**config.mk**
```make
export PLATFORM = sky130hd
export DESIGN_NAME = multicycle_control
export DESIGN_NICKNAME = d
export VERILOG_FILES = /design/src/rtl/mc_ctrl_pkg.sv /design/src/rtl/multicycle_control_alu_op_decode.sv /design/src/rtl/multicycle_control.sv
export SDC_FILE = /design/constraint.sdc
export NUM_CORES = 1
export LEC_CHECK = 0
export BUFFER_PORTS_ARGS = -buffer_cell sky130_fd_sc_hd__buf_2
export CAP_MARGIN = 20
export CELL_PAD_IN_SITES_DETAIL_PLACEMENT = 1
export CELL_PAD_IN_SITES_GLOBAL_PLACEMENT = 1
export CORE_MARGIN = 2
export CORE_UTILIZATION = 31
export CTS_CLUSTER_SIZE = 16
export DETAILED_ROUTE_END_ITERATION = 8
export PLACE_DENSITY_LB_ADDON = 0.12
export RECOVER_POWER = 50
export SYNTH_ARGS = -nofsm -noshare
export SYNTH_HDL_FRONTEND = slang
export SYNTH_SLANG_ARGS = --single-unit
```
**constraint.sdc**
```tcl
create_clock -name clk -period 1.9 [get_ports clk]
set_input_delay 0.095 -clock clk [delete_from_list [all_inputs] [get_ports clk]]
set_output_delay 0.095 -clock clk [all_outputs]
set_load 0.005 [all_outputs]
```
**src/rtl/mc_ctrl_pkg.sv**
```systemverilog
// Shared encodings for the multi-cycle MIPS control sequencer: opcodes, function
// codes, ALU operations, FSM state codes and datapath select values.
package mc_ctrl_pkg;

  localparam logic [5:0] OP_RTYPE = 6'b000000;
  localparam logic [5:0] OP_J     = 6'b000010;
  localparam logic [5:0] OP_BEQ   = 6'b000100;
  localparam logic [5:0] OP_BNE   = 6'b000101;
  localparam logic [5:0] OP_ADDI  = 6'b001000;
  localparam logic [5:0] OP_SLTI  = 6'b001010;
  localparam logic [5:0] OP_ANDI  = 6'b001100;
  localparam logic [5:0] OP_ORI   = 6'b001101;
  localparam logic [5:0] OP_LW    = 6'b100011;
  localparam logic [5:0] OP_SW    = 6'b101011;

  localparam logic [5:0] FN_ADD = 6'b100000;
  localparam logic [5:0] FN_SUB = 6'b100010;
  localparam logic [5:0] FN_AND = 6'b100100;
  localparam logic [5:0] FN_OR  = 6'b100101;
  localparam logic [5:0] FN_XOR = 6'b100110;
  localparam logic [5:0] FN_SLT = 6'b101010;

  localparam logic [3:0] ALU_ADD  = 4'b0000;
  localparam logic [3:0] ALU_SUB  = 4'b0001;
  localparam logic [3:0] ALU_AND  = 4'b0010;
  localparam logic [3:0] ALU_OR   = 4'b0011;
  localparam logic [3:0] ALU_XOR  = 4'b0100;
  localparam logic [3:0] ALU_SLT  = 4'b0101;
  localparam logic [3:0] ALU_PASS = 4'b0110;

  localparam logic [3:0] S_FETCH     = 4'd0;
  localparam logic [3:0] S_DECODE    = 4'd1;
  localparam logic [3:0] S_MEM_ADDR  = 4'd2;
  localparam logic [3:0] S_MEM_READ  = 4'd3;
  localparam logic [3:0] S_MEM_WB    = 4'd4;
  localparam logic [3:0] S_MEM_WRITE = 4'd5;
  localparam logic [3:0] S_EXECUTE   = 4'd6;
  localparam logic [3:0] S_R_WB      = 4'd7;
  localparam logic [3:0] S_BRANCH    = 4'd8;
  localparam logic [3:0] S_JUMP      = 4'd9;
  localparam logic [3:0] S_IMM_EXEC  = 4'd10;
  localparam logic [3:0] S_IMM_WB    = 4'd11;
  localparam logic [3:0] S_TRAP      = 4'd12;

  localparam logic [1:0] PCSRC_ALU    = 2'b00;
  localparam logic [1:0] PCSRC_ALUOUT = 2'b01;
  localparam logic [1:0] PCSRC_JUMP   = 2'b10;

  localparam logic [1:0] SRCB_REGB    = 2'b00;
  localparam logic [1:0] SRCB_FOUR    = 2'b01;
  localparam logic [1:0] SRCB_IMM     = 2'b10;
  localparam logic [1:0] SRCB_IMM_SH2 = 2'b11;

  // Which flavour of ALU control the current state wants.
  typedef enum logic [2:0] {
    CLS_NONE,
    CLS_ADD,
    CLS_RTYPE,
    CLS_IMM,
    CLS_IMM_WB,
    CLS_BRANCH,
    CLS_JUMP
  } alu_class_t;

  function automatic logic is_logical_imm(input logic [5:0] op);
    return (op == OP_ANDI) || (op == OP_ORI);
  endfunction

endpackage

```
**src/rtl/multicycle_control_alu_op_decode.sv**
```systemverilog
// Maps the state's ALU class plus op_code/func onto the ALU operation and the
// immediate extension mode.
module alu_op_decode
  import mc_ctrl_pkg::*;
(
  input  logic [5:0] op_code,
  input  logic [5:0] func,
  input  alu_class_t alu_class,
  output logic [3:0] alu_op,
  output logic       ext_zero
);

  always_comb begin
    alu_op   = ALU_ADD;
    ext_zero = 1'b0;
    case (alu_class)
      CLS_ADD: alu_op = ALU_ADD;
      CLS_RTYPE: begin
        case (func)
          FN_ADD:  alu_op = ALU_ADD;
          FN_SUB:  alu_op = ALU_SUB;
          FN_AND:  alu_op = ALU_AND;
          FN_OR:   alu_op = ALU_OR;
          FN_XOR:  alu_op = ALU_XOR;
          FN_SLT:  alu_op = ALU_SLT;
          default: alu_op = ALU_SUB;
        endcase
      end
      CLS_IMM: begin
        case (op_code)
          OP_SLTI: alu_op = ALU_SLT;
          OP_ANDI: alu_op = ALU_AND;
          OP_ORI:  alu_op = ALU_OR;
          default: alu_op = ALU_ADD;
        endcase
        ext_zero = is_logical_imm(op_code);
      end
      // Writeback keeps the extension mode steady while the ALU op drops to 0.
      CLS_IMM_WB: ext_zero = is_logical_imm(op_code);
      CLS_BRANCH: alu_op = ALU_SUB;
      CLS_JUMP:   alu_op = ALU_PASS;
      default: begin
        alu_op   = ALU_ADD;
        ext_zero = 1'b0;
      end
    endcase
  end

endmodule

```
**src/rtl/multicycle_control.sv**
```systemverilog
// Multi-cycle MIPS control sequencer: state register, next-state logic and
// Moore output decode for the shared memory/ALU datapath.
//
// state       | meaning
// ------------+-----------------------------------------------
// FETCH       | read instruction at PC, PC+4, wait on mem_ready
// DECODE      | branch target into ALUOut, dispatch on op_code
// MEM_ADDR    | effective address A + sext(imm)
// MEM_READ    | load data read, wait on mem_ready
// MEM_WB      | load result into register file
// MEM_WRITE   | store data write, wait on mem_ready
// EXECUTE     | R-type ALU operation
// R_WB        | R-type result into rd
// BRANCH      | compare A/B, conditionally load PC from ALUOut
// JUMP        | load PC with jump target
// IMM_EXEC    | immediate ALU operation
// IMM_WB      | immediate result into rt
// TRAP        | illegal opcode, held until reset
module multicycle_control
  import mc_ctrl_pkg::*;
(
  input  logic       clk,
  input  logic       rst,
  input  logic [5:0] op_code,
  input  logic [5:0] func,
  input  logic       zero,
  input  logic       mem_ready,
  output logic       mem_read,
  output logic       mem_write,
  output logic       i_or_d,
  output logic       ir_write,
  output logic       pc_en,
  output logic [1:0] pc_source,
  output logic       alu_src_a,
  output logic [1:0] alu_src_b,
  output logic       ext_zero,
  output logic [3:0] alu_op,
  output logic       reg_write,
  output logic       reg_dst,
  output logic       mem_to_reg,
  output logic       retire,
  output logic       illegal
);

  logic [3:0] state;
  logic [3:0] state_nxt;
  alu_class_t alu_class;

  always_ff @(posedge clk) begin
    if (rst) state <= S_FETCH;
    else     state <= state_nxt;
  end

  always_comb begin
    state_nxt = state;
    case (state)
      S_FETCH:     if (mem_ready) state_nxt = S_DECODE;
      S_DECODE: begin
        case (op_code)
          OP_LW, OP_SW:                      state_nxt = S_MEM_ADDR;
          OP_RTYPE:                          state_nxt = S_EXECUTE;
          OP_BEQ, OP_BNE:                    state_nxt = S_BRANCH;
          OP_J:                              state_nxt = S_JUMP;
          OP_ADDI, OP_SLTI, OP_ANDI, OP_ORI: state_nxt = S_IMM_EXEC;
          default:                           state_nxt = S_TRAP;
        endcase
      end
      S_MEM_ADDR:  state_nxt = (op_code == OP_LW) ? S_MEM_READ : S_MEM_WRITE;
      S_MEM_READ:  if (mem_ready) state_nxt = S_MEM_WB;
      S_MEM_WB:    state_nxt = S_FETCH;
      S_MEM_WRITE: if (mem_ready) state_nxt = S_FETCH;
      S_EXECUTE:   state_nxt = S_R_WB;
      S_R_WB:      state_nxt = S_FETCH;
      S_BRANCH:    state_nxt = S_FETCH;
      S_JUMP:      state_nxt = S_FETCH;
      S_IMM_EXEC:  state_nxt = S_IMM_WB;
      S_IMM_WB:    state_nxt = S_FETCH;
      S_TRAP:      state_nxt = S_TRAP;
      default:     state_nxt = S_FETCH;
    endcase
  end

  always_comb begin
    mem_read   = 1'b0;
    mem_write  = 1'b0;
    i_or_d     = 1'b0;
    ir_write   = 1'b0;
    pc_en      = 1'b0;
    pc_source  = PCSRC_ALU;
    alu_src_a  = 1'b0;
    alu_src_b  = SRCB_REGB;
    reg_write  = 1'b0;
    reg_dst    = 1'b0;
    mem_to_reg = 1'b0;
    retire     = 1'b0;
    illegal    = 1'b0;
    alu_class  = CLS_NONE;
    case (state)
      S_FETCH: begin
        mem_read  = 1'b1;
        alu_src_b = SRCB_FOUR;
        alu_class = CLS_ADD;
        ir_write  = mem_ready;
        pc_en     = mem_ready;
      end
      S_DECODE: begin
        alu_src_b = SRCB_IMM_SH2;
        alu_class = CLS_ADD;
      end
      S_MEM_ADDR: begin
        alu_src_a = 1'b1;
        alu_src_b = SRCB_IMM;
        alu_class = CLS_ADD;
      end
      S_MEM_READ: begin
        mem_read = 1'b1;
        i_or_d   = 1'b1;
      end
      S_MEM_WB: begin
        reg_write  = 1'b1;
        mem_to_reg = 1'b1;
        retire     = 1'b1;
      end
      S_MEM_WRITE: begin
        mem_write = 1'b1;
        i_or_d    = 1'b1;
        retire    = mem_ready;
      end
      S_EXECUTE: begin
        alu_src_a = 1'b1;
        alu_src_b = SRCB_REGB;
        alu_class = CLS_RTYPE;
      end
      S_R_WB: begin
        reg_write = 1'b1;
        reg_dst   = 1'b1;
        retire    = 1'b1;
      end
      S_BRANCH: begin
        alu_src_a = 1'b1;
        alu_class = CLS_BRANCH;
        pc_source = PCSRC_ALUOUT;
        pc_en     = (op_code == OP_BNE) ? ~zero : zero;
        retire    = 1'b1;
      end
      S_JUMP: begin
        pc_source = PCSRC_JUMP;
        pc_en     = 1'b1;
        alu_class = CLS_JUMP;
        retire    = 1'b1;
      end
      S_IMM_EXEC: begin
        alu_src_a = 1'b1;
        alu_src_b = SRCB_IMM;
        alu_class = CLS_IMM;
      end
      S_IMM_WB: begin
        reg_write = 1'b1;
        retire    = 1'b1;
        alu_class = CLS_IMM_WB;
      end
      S_TRAP:  illegal = 1'b1;
      default: ;
    endcase
    // Reset silences the datapath at once, even mid memory wait.
    if (rst) begin
      mem_read   = 1'b0;
      mem_write  = 1'b0;
      i_or_d     = 1'b0;
      ir_write   = 1'b0;
      pc_en      = 1'b0;
      pc_source  = PCSRC_ALU;
      alu_src_a  = 1'b0;
      alu_src_b  = SRCB_REGB;
      reg_write  = 1'b0;
      reg_dst    = 1'b0;
      mem_to_reg = 1'b0;
      retire     = 1'b0;
      illegal    = 1'b0;
      alu_class  = CLS_NONE;
    end
  end

  alu_op_decode u_alu_op_decode (
    .op_code   (op_code),
    .func      (func),
    .alu_class (alu_class),
    .alu_op    (alu_op),
    .ext_zero  (ext_zero)
  );

endmodule

```
==> results by group <==
Timing
  • Setup violations, final: 0
  • Tcrit/Tclk final: 0.930
  • Fin. max-slew vios: 0
  • RSZ-0062 raised after global routing: false
  • Post-route worst setup slack: roughly 130 ps
  • Slew headroom: 0.657
  • Final hold vios: 0
  • Worst Tran Pin Value: 514 ps
  • Worst clock skew: 6.16 ps
  • Tmin final: between 1500 and 2000 ps
  • Fmax: 0.566 GHz
  • Setup_tns: 0 ps

Die
  • Core area: 2480 um^2
  • Die X: 55.1 um
  • DIE HEIGHT: 55.1 um
  • Die area: 3040 um^2
  • FP Rows: 18
  • Starting Density: 0.327
  • Ports: 36

Hold path
  • Worst hold start: rst
  • Worst min-delay path category: input pin to flip-flop

Cells and area
  • Synth-to-Final Area Change: 21.9%
  • Largest Register: state
  • Final #Nets: 170
  • # diodes: 0
  • Regs by FF count: state (4)
  • Max reg flops: 4
  • Layout fillers: 366
  • Share of layout cells above drive strength 1: 0.270

Setup path
  • Arrival time worst endpoint: 1670 ps
  • Reg2Reg Setup Slack: 270 ps
  • CP startpoint: state[1]
  • Crit-path max FO: 16
  • Kind of critical path: flip-flop to output port
  • Crit start category: flip-flop
  • Critical Path End Type: output port
  • Reg-to-Reg Start: state[1]
  • Crit path required time: 1800 ps

GRT
  • Pin count of the biggest net entering global routing: 19
  • Vias in the first global route: roughly 920
  • All-Layer GR Usage: 0.196
  • Initial antenna violation count: 0
  • First-pass GRT wire length: 4330 um
  • Grt ovf: 0

Clocking
  • Post-CTS Setup Bufs: 0
  • Hold-fix buffers, CTS: 0
  • Worst-case clock buffer depth: 2
  • H-Tree Depth: 1
  • Clk pin slew, worst setup/hold paths: 40 ps
  • TritonCTS clock tree: done
  • CTS root buf: clkbuf_4
  • Number of buffers created by CTS: 3
  • CTS sink count: 4
  • Worst-skew pair later-pin latency: 240 ps

Synthesis
  • Mapped Nets: 142
  • Leading area contributor after synthesis: dfxtp_1
  • Distinct cells, synth: between 40 and 50
  • Avg Inst Size Synth: about 6.4 um^2
  • Post-Synth Simple-Gate Area: 0.469
  • Ys Warns: 0
  • Adder-cell area share of the yosys netlist: 0
  • Compound-cell area share of the yosys netlist: 0.258
  • Multiplexer share of the synthesized area: 0.0123
  • Post-synthesis xor/xnor area fraction: 0.0432
  • Fraction of registers with async set/reset: 0
  • Cell Area, Synth: around 810 um^2
  • Largest family of logic cells by synthesized area: simple AND/OR/NAND/NOR gates
  • Register area share after synthesis: 0.0988
  • Top cell type's share of synthesized area: 0.0988
  • Top_reg_cell synth: dfxtp_1
  • Yosys reg bits: 4
  • Post-synthesis instance total: 126
  • Post-synth EDFFs: 0
  • Area contributors post-synth: dfxtp_1, a21oi_1, nor2_1

Routing
  • Vias per Instance: 5.61
  • Total number of vias: 1021
  • WL final: 2800 um
  • Final ANT Viol Nets: 0
  • DRC Markers: 0
  • Initial DRC Count: 17
  • 1st-pass router iterations: 4
  • Routed len/inst: ~15 um

Place
  • Pre-CTS setup slack: roughly 180 ps
  • Hpwl dp: 2140 um
  • IO Port Bufs: 34
  • GPL Wtd Cong: 0.858

Job
  • Max cap viols: 0

Run status
  • Status: finished, final reports clean

Power
  • Leak: ~0.42 nW
  • Max IR drop VDD: 341 uV
  • P per Cell Area: 362 nW/um^2
[layout make-up]
| class | instances | area [um^2] | share of cell area |
|---|---|---|---|
| Tap cell | 30 | 37.5 | 0.0380 |
| Inverter | 5 | 18.8 | 0.0190 |
| Clock buffer | 3 | 22.5 | 0.0228 |
| Multi-Input combinational cell | 103 | 643 | 0.651 |
| Timing Repair Buffer | 37 | 184 | 0.186 |
| Sequential cell | 4 | 82.6 | 0.0835 |
[cells in the mapped netlist, drive strengths merged (3+ instances only)]
master,count
o21ai,9
nand2,9
clkbuf,7
buf,7
nor2b,3
nor2,15
and3,4
nand2b,3
inv,5
nor3,10
a21oi,11
nor3b,4
nor4b,3
dfxtp,4
[power breakdown]
group / switching, mW / internal, mW
Sequential: 0.0130 / 0.0890
Combinational: 0.0869 / 0.0602
Clock: 0.0380 / 0.0709
[stage by stage]
step	power, mW	util	hold slack (ps)	instances	area (um^2)
after floorplan	0.198	-	327	126	811
after global placement	0.246	0.390	422	179	967
after detailed placement	0.249	0.390	413	179	967
after CTS	0.361	0.402	186	182	995
after global routing	0.388	0.399	181	182	988
final	0.358	0.399	185	182	988
[per-layer routing]
metal  global-route usage  up-vias  wire, um
met1                0.279      471      1360
met2                0.302       39      1230
met5                    0        -         0
met4               0.0650        0        42
met3               0.0242        4       169
li1                     -      507         -
[worst paths after layout]
kind,to,cells past startpoint
worst min register to register,state[0],2
worst min-delay path,state[3],2
worst max register to register,state[2],5
worst max-delay path,reg_write,5
[logic make-up after synthesis]
kind of cell | count (synthesis)
AOI/OAI and AO/OA | 33
xor gates and xnor gates | 4
buffers and inverters | 19
DFF | 4
muxes | 1
other | 1
and+or+nand+nor | 64
[cell usage in the layout (no fill, tap or decap), types with 2 or more instances in the layout]
master	Yosys	layout
a21oi_1	11	11
a31oi_1	2	2
and3_1	4	4
buf_2	4	27
buf_4	2	3
clkbuf_1	6	7
clkbuf_4	0	3
dfxtp_1	4	2
dfxtp_2	0	2
inv_1	5	5
nand2_1	8	8
nand2b_1	3	3
nand3_1	2	2
nor2_1	14	14
nor2b_1	3	3
nor3_1	10	10
nor3b_1	4	3
nor4_1	2	2
o211ai_1	2	2
o21ai_0	9	9
or3_1	2	2
xnor2_1	2	2
xor2_1	2	2
[repair_timing]
item                                   CTS  global route
gates resized for setup                  1             2
setup endpoints to repair                1             7
endpoints found under the hold margin    0             0
pin swaps                                0             0
[critical path, cell delays in order (launching register included)]
cell,delay [ps]
dfxtp_1,630
nand2b_1,230
and4_1,260
a31oi_1,140
nor2_1,50
buf_2,130
No activity file was read; power rests on OpenSTA's default activity.
